[src/rtl/spike_rate_decoder.sv]
// ============================================================================
// spike_rate_decoder
// Windowed spike-count (rate) and first-spike-latency decoder with a
// valid/ready result port and a sticky overrun flag.
// Revision: 1.0
// ============================================================================
`default_nettype none

module spike_rate_decoder #(
  parameter int WINDOW_W = 8,
  parameter int COUNT_W  = 8
) (
  input  logic                clk,
  input  logic                rst_n,
  input  logic                en,
  input  logic                spike,
  input  logic [WINDOW_W-1:0] window_len,
  output logic [COUNT_W-1:0]  rate,
  output logic [WINDOW_W-1:0] first_lat,
  output logic                silent,
  output logic                out_valid,
  input  logic                out_ready,
  output logic                overrun
);

  typedef enum logic [0:0] {
    IDLE = 1'b0,
    RUN  = 1'b1
  } state_t;

  state_t state, state_nx;

  logic [WINDOW_W-1:0] len_q;
  logic [WINDOW_W-1:0] cyc;
  logic [COUNT_W-1:0]  cnt;
  logic [WINDOW_W-1:0] lat;
  logic                seen;

  logic [WINDOW_W-1:0] last_cyc;
  logic                win_close;
  logic [COUNT_W-1:0]  cnt_fin;
  logic [WINDOW_W-1:0] lat_fin;
  logic                seen_fin;
  logic                publish;
  logic                drop;
  logic                xfer;

  // Modular subtraction makes len_q=0 close at the all-ones cycle index.
  assign last_cyc  = len_q - 1'b1;
  assign win_close = (state == RUN) && (cyc == last_cyc);

  // Per-cycle accumulator values including the spike sampled this cycle.
  assign cnt_fin  = (spike && (cnt != {COUNT_W{1'b1}})) ? cnt + 1'b1 : cnt;
  assign seen_fin = seen | spike;
  assign lat_fin  = (spike && !seen) ? cyc : lat;

  assign xfer    = out_valid && out_ready;
  assign publish = win_close && (!out_valid || out_ready);
  assign drop    = win_close && out_valid && !out_ready;

  always_ff @(posedge clk) begin
    if (!rst_n) begin
      state <= IDLE;
    end else begin
      state <= state_nx;
    end
  end

  always_comb begin
    state_nx = state;
    case (state)
      IDLE: begin
        if (en) begin
          state_nx = RUN;
        end
      end
      RUN: begin
        if (win_close) begin
          state_nx = en ? RUN : IDLE;
        end else if (!en) begin
          state_nx = IDLE;
        end
      end
      default: state_nx = IDLE;
    endcase
  end

  always_ff @(posedge clk) begin
    if (!rst_n) begin
      len_q <= '0;
      cyc   <= '0;
      cnt   <= '0;
      lat   <= '0;
      seen  <= 1'b0;
    end else begin
      case (state)
        IDLE: begin
          if (en) begin
            len_q <= window_len;
            cyc   <= '0;
            cnt   <= '0;
            seen  <= 1'b0;
          end
        end
        RUN: begin
          // Close and abort both restart the accumulators; an abort's re-latch
          // is harmless because IDLE loads len_q again on the next start.
          if (win_close || !en) begin
            len_q <= window_len;
            cyc   <= '0;
            cnt   <= '0;
            seen  <= 1'b0;
          end else begin
            cyc  <= cyc + 1'b1;
            cnt  <= cnt_fin;
            lat  <= lat_fin;
            seen <= seen_fin;
          end
        end
        default: begin
          cyc <= '0;
        end
      endcase
    end
  end

  always_ff @(posedge clk) begin
    if (!rst_n) begin
      rate      <= '0;
      first_lat <= '0;
      silent    <= 1'b0;
      out_valid <= 1'b0;
      overrun   <= 1'b0;
    end else begin
      if (publish) begin
        rate      <= cnt_fin;
        first_lat <= seen_fin ? lat_fin : '0;
        silent    <= !seen_fin;
        out_valid <= 1'b1;
      end else if (xfer) begin
        out_valid <= 1'b0;
      end
      if (drop) begin
        overrun <= 1'b1;
      end
    end
  end

endmodule

`default_nettype wire

[config.mk]
export PLATFORM = sky130hd
export DESIGN_NAME = spike_rate_decoder
export DESIGN_NICKNAME = d
export VERILOG_FILES = /design/src/rtl/spike_rate_decoder.sv
export SDC_FILE = /design/constraint.sdc
export NUM_CORES = 1
export LEC_CHECK = 0
export ABC_AREA = 1
export CORE_MARGIN = 4
export CORE_UTILIZATION = 50
export CTS_BUF_LIST = sky130_fd_sc_hd__clkbuf_16
export CTS_CLUSTER_DIAMETER = 40
export CTS_CLUSTER_SIZE = 28
export DETAILED_ROUTE_END_ITERATION = 10
export HOLD_SLACK_MARGIN = 0.03
export PLACE_DENSITY = 0.76
export SETUP_SLACK_MARGIN = 0.15
export SYNTH_ARGS = -nofsm -noshare
export SYNTH_HDL_FRONTEND = slang
export SYNTH_SLANG_ARGS = --single-unit
[constraint.sdc]
create_clock -name clk -period 2.2 [get_ports clk]
set_input_delay 0.55 -clock clk [delete_from_list [all_inputs] [get_ports clk]]
set_output_delay 0.55 -clock clk [all_outputs]
set_load 0.05 [all_outputs]
==> flow_summary.ini <==
[run_status]
status = complete, no violations

[place]
placed_area_mm2 = 0.00335
gp_congestion = 0.866
placed_cells = 531
io_buffers = 31
dp_hpwl_um = 5070
dpl_worst_slack_ns = 0.0570

[timing]
fin_skew_ns = 0.00885
final_max_slew_viol_count = 0
fmax_mhz = 494
tightest_slew_ns = 0.505
min_period_ns = 2.02
min_period_over_period_pct = 92.0
slew_headroom_pct = 66.2
setup_tns_ns = 0
setup_viol = 0
rsz0062_at_grt = false
fin_ws_ns = 0.176
hold_viol = 0

[global_routing]
track_usage_pct = 21.1
first_global_vias = 2720
grt_pass1_wl_um = 12400
grt_max_degree = 28
grt_remaining_overflow = 0
antenna_found_initial = 0

[setup_path]
cp_slowest_cell = clkdlybuf4s50_1
cp_max_fo = 2
required_ns = 1.65
crit_path_end_kind = output pin
slowest_delay_ns = 0.81
worst-path-buf-inv = 1
cp_top_family = buffers and inverters
cp.arrival_ns = 1.47
start_kind = register
crit_chain = clkdlybuf4s50_1
worst-setup-path-type = reg -> out

[pwr]
power_frac_comb_pct = 15.3
p_seq_share_pct = 47.6
power_leakage_nw = 1.56
power_switching_mw = 0.583
pwr_density_cell_mw_per_mm2 = 597
p_int_mw = 1.53
power_frac_clock_pct = 37.1
switching_share_pct = 27.6
vdd_drop_max_mv = 0.445

[detailed_routing]
routed_wl_um = 7270
viasPerCell = 5.12
drc = 0
drtIter0Drc = 161
wl_per_cell_um = 13.4
drtPass1Iterations = 4
dr_total_vias = 2768
drtAntennaViolNets = 0

[yosys]
synth_top_area_share_pct = 36.4
yosysTopAreaCell = dfxtp_1
postSynthAreaPerCell_um2 = 6.77
synthAdderAreaFrac_pct = 1.29
ys_types = 34
yosysWarnings = 0
synth_edf_count = 0
synth_flop_cell = dfxtp_1
synth_seq_area_share_pct = 36.4
synth.area.mux_share_pct = 1.03
ys_seq_elements = 53
syn_nets = 446
synthTopCellsByArea = dfxtp_1 36%, nand2_1 14%, nor2_1 8.3%, a21oi_1 5.5%, inv_1 5.4%
synthCells = 430
async_flop_share_pct = 0
synth_top_family_by_area = simple AND/OR/NAND/NOR gates
synth_compound_area_share_pct = 10.6
synth-simple-area-share_pct = 36.2
syn_area_mm2 = 0.00291
synth_xor_area_share_pct = 4.21

[worst_hold_path]
hold_class = reg -> reg

[finish]
antenna_cells = 0
utilization_pct = 63.5
finalNonFillerCells = 541
stdcell_area_mm2 = 0.00354
fin_nets = 484
area_growth_pct = 21.7
drive_gt1_share_pct = 12.2

[floorplan]
fp.dieH_um = 84.3
initial_utilization_pct = 52.2
die_area_mm2 = 0.00711
coreArea_mm2 = 0.00557
die_x_um = 84.3
rows = 27
io_pins = 32

[clock_tree]
cts.sinks = 53
hold_buffers = 0
clockBufferDepth = 2
cts_root_buf = clkbuf_16
htreeDepth = 2
clk_latency_ns = 0.30
path_clk_slew_ns = 0.08
cts_inserted_buffers = 5
tritoncts = yes

[run]
max_cap_viol_count = 0
[cell type report]
cell class	instances	area, µm²
inverter	51	194
clock buffer	5	125
fill	499	2030
multi-input combinational	308	1580
timing repair buffer	49	475
tap	72	90.1
clock inverter	3	17.5
sequential	53	1060
[cells in the final DEF, fill, tap and decap left out, types with 2 or more instances in the layout]
master,n
inv_2,6
buf_4,16
a21oi_2,8
o21a_1,2
clkdlybuf4s50_1,29
nand4_1,11
nor2_1,64
nor2_2,5
xor2_1,9
clkinv_1,2
nand3_4,2
buf_12,2
xnor2_1,5
nor2_4,3
nand2_4,2
mux2i_1,3
nand2_1,108
nand3_1,29
clkbuf_16,5
inv_1,43
o21ai_0,7
dfxtp_1,53
a21oi_1,32
o21bai_1,3
dlymetal6s2s_1,2
nand3b_1,5
ha_1,2
[per-layer routing]
metal  routed length, µm  part of all wire (%)  vias to the layer above  global-route usage, %
li1                    -                     -                     1425                      -
met1                3400                    47                     1292                   27.9
met4                  61                  0.84                        0                   5.12
met3                 233                   3.2                        9                   2.55
met5                   0                     0                        -                      0
met2                3580                    49                       42                   36.5
[kinds of logic after synthesis]
logic type / after synthesis
AOI/OAI and AO/OA: 53
xor gates and xnor gates: 14
adders and majority gates: 3
buffers and inverters: 69
DFF: 53
muxes: 3
and+or+nand+nor: 235
[cell usage after synthesis (2+ instances only)]
cell type,count
nand3_4,2
a21oi_1,32
nor2_2,5
dfxtp_1,53
a21oi_2,8
o21bai_1,3
inv_1,42
buf_2,6
clkbuf_1,7
nand2_1,108
inv_2,7
mux2i_1,3
nor3_1,2
nor2_1,64
clkinv_1,2
buf_1,2
nand4_1,11
nand3_1,29
nor2_4,3
xnor2_1,5
o21a_1,2
xor2_1,9
o21ai_0,7
nand3b_1,5
ha_1,3
buf_6,2
[flip-flops by register name, indices dropped and copies added (netlist names)]
name and flops:
cnt 8, cyc 8, first_lat 8, lat 8, len_q 8, rate 8
out_valid 1, overrun 1, seen 1, silent 1, state 1
[path summary, 6_finish.rpt]
path / start / to / slack, ns / depth (start not counted)
worst max register to register: len_q[0]$_SDFFE_PN0P_ / first_lat[7]$_SDFFE_PN0P_ / 0.26 / 12
worst min-delay path: overrun$_SDFFE_PN0P_ / overrun$_SDFFE_PN0P_ / 0.47 / 1
worst max-delay path: rate[1]$_SDFFE_PN0P_ / rate[1] / 0.18 / 1
worst min register to register: overrun$_SDFFE_PN0P_ / overrun$_SDFFE_PN0P_ / 0.47 / 1
[worst register-to-register path, delay by kind of cell (launching register included)]
family | cells | cell delay (ns)
flops | 1 | 0.35
buf+inv | 1 | 0.07
simple gates | 10 | 1.18
fa+ha+maj | 1 | 0.23
[through the flow]
| step | hold slack, ns | total power [mW] |
|---|---|---|
| 3_3_place_gp | 0.452 | 1.32 |
| 5_1_grt | 0.479 | 2.20 |
| 4_1_cts | 0.470 | 2.10 |
| 3_5_place_dp | 0.454 | 1.33 |
| 6_report | 0.466 | 2.11 |
| 2_1_floorplan | 0.450 | 1.25 |
[power by group through the flow]
stage	combinational (mW)	clock, mW	sequential, mW
2_1_floorplan	0.220	0	1.03
3_3_place_gp	0.293	0	1.03
3_5_place_dp	0.302	0	1.03
4_1_cts	0.305	0.789	1.01
5_1_grt	0.362	0.829	1.01
6_report	0.324	0.784	1.01
[timing repair]
action / 4_1_cts / 5_1_grt
gates resized for setup: 0 / 9
hold endpoints to repair: 0 / 0
setup buffers: 0 / 2
setup endpoints to repair: 0 / 50
Power figures use the tool's default switching activity.
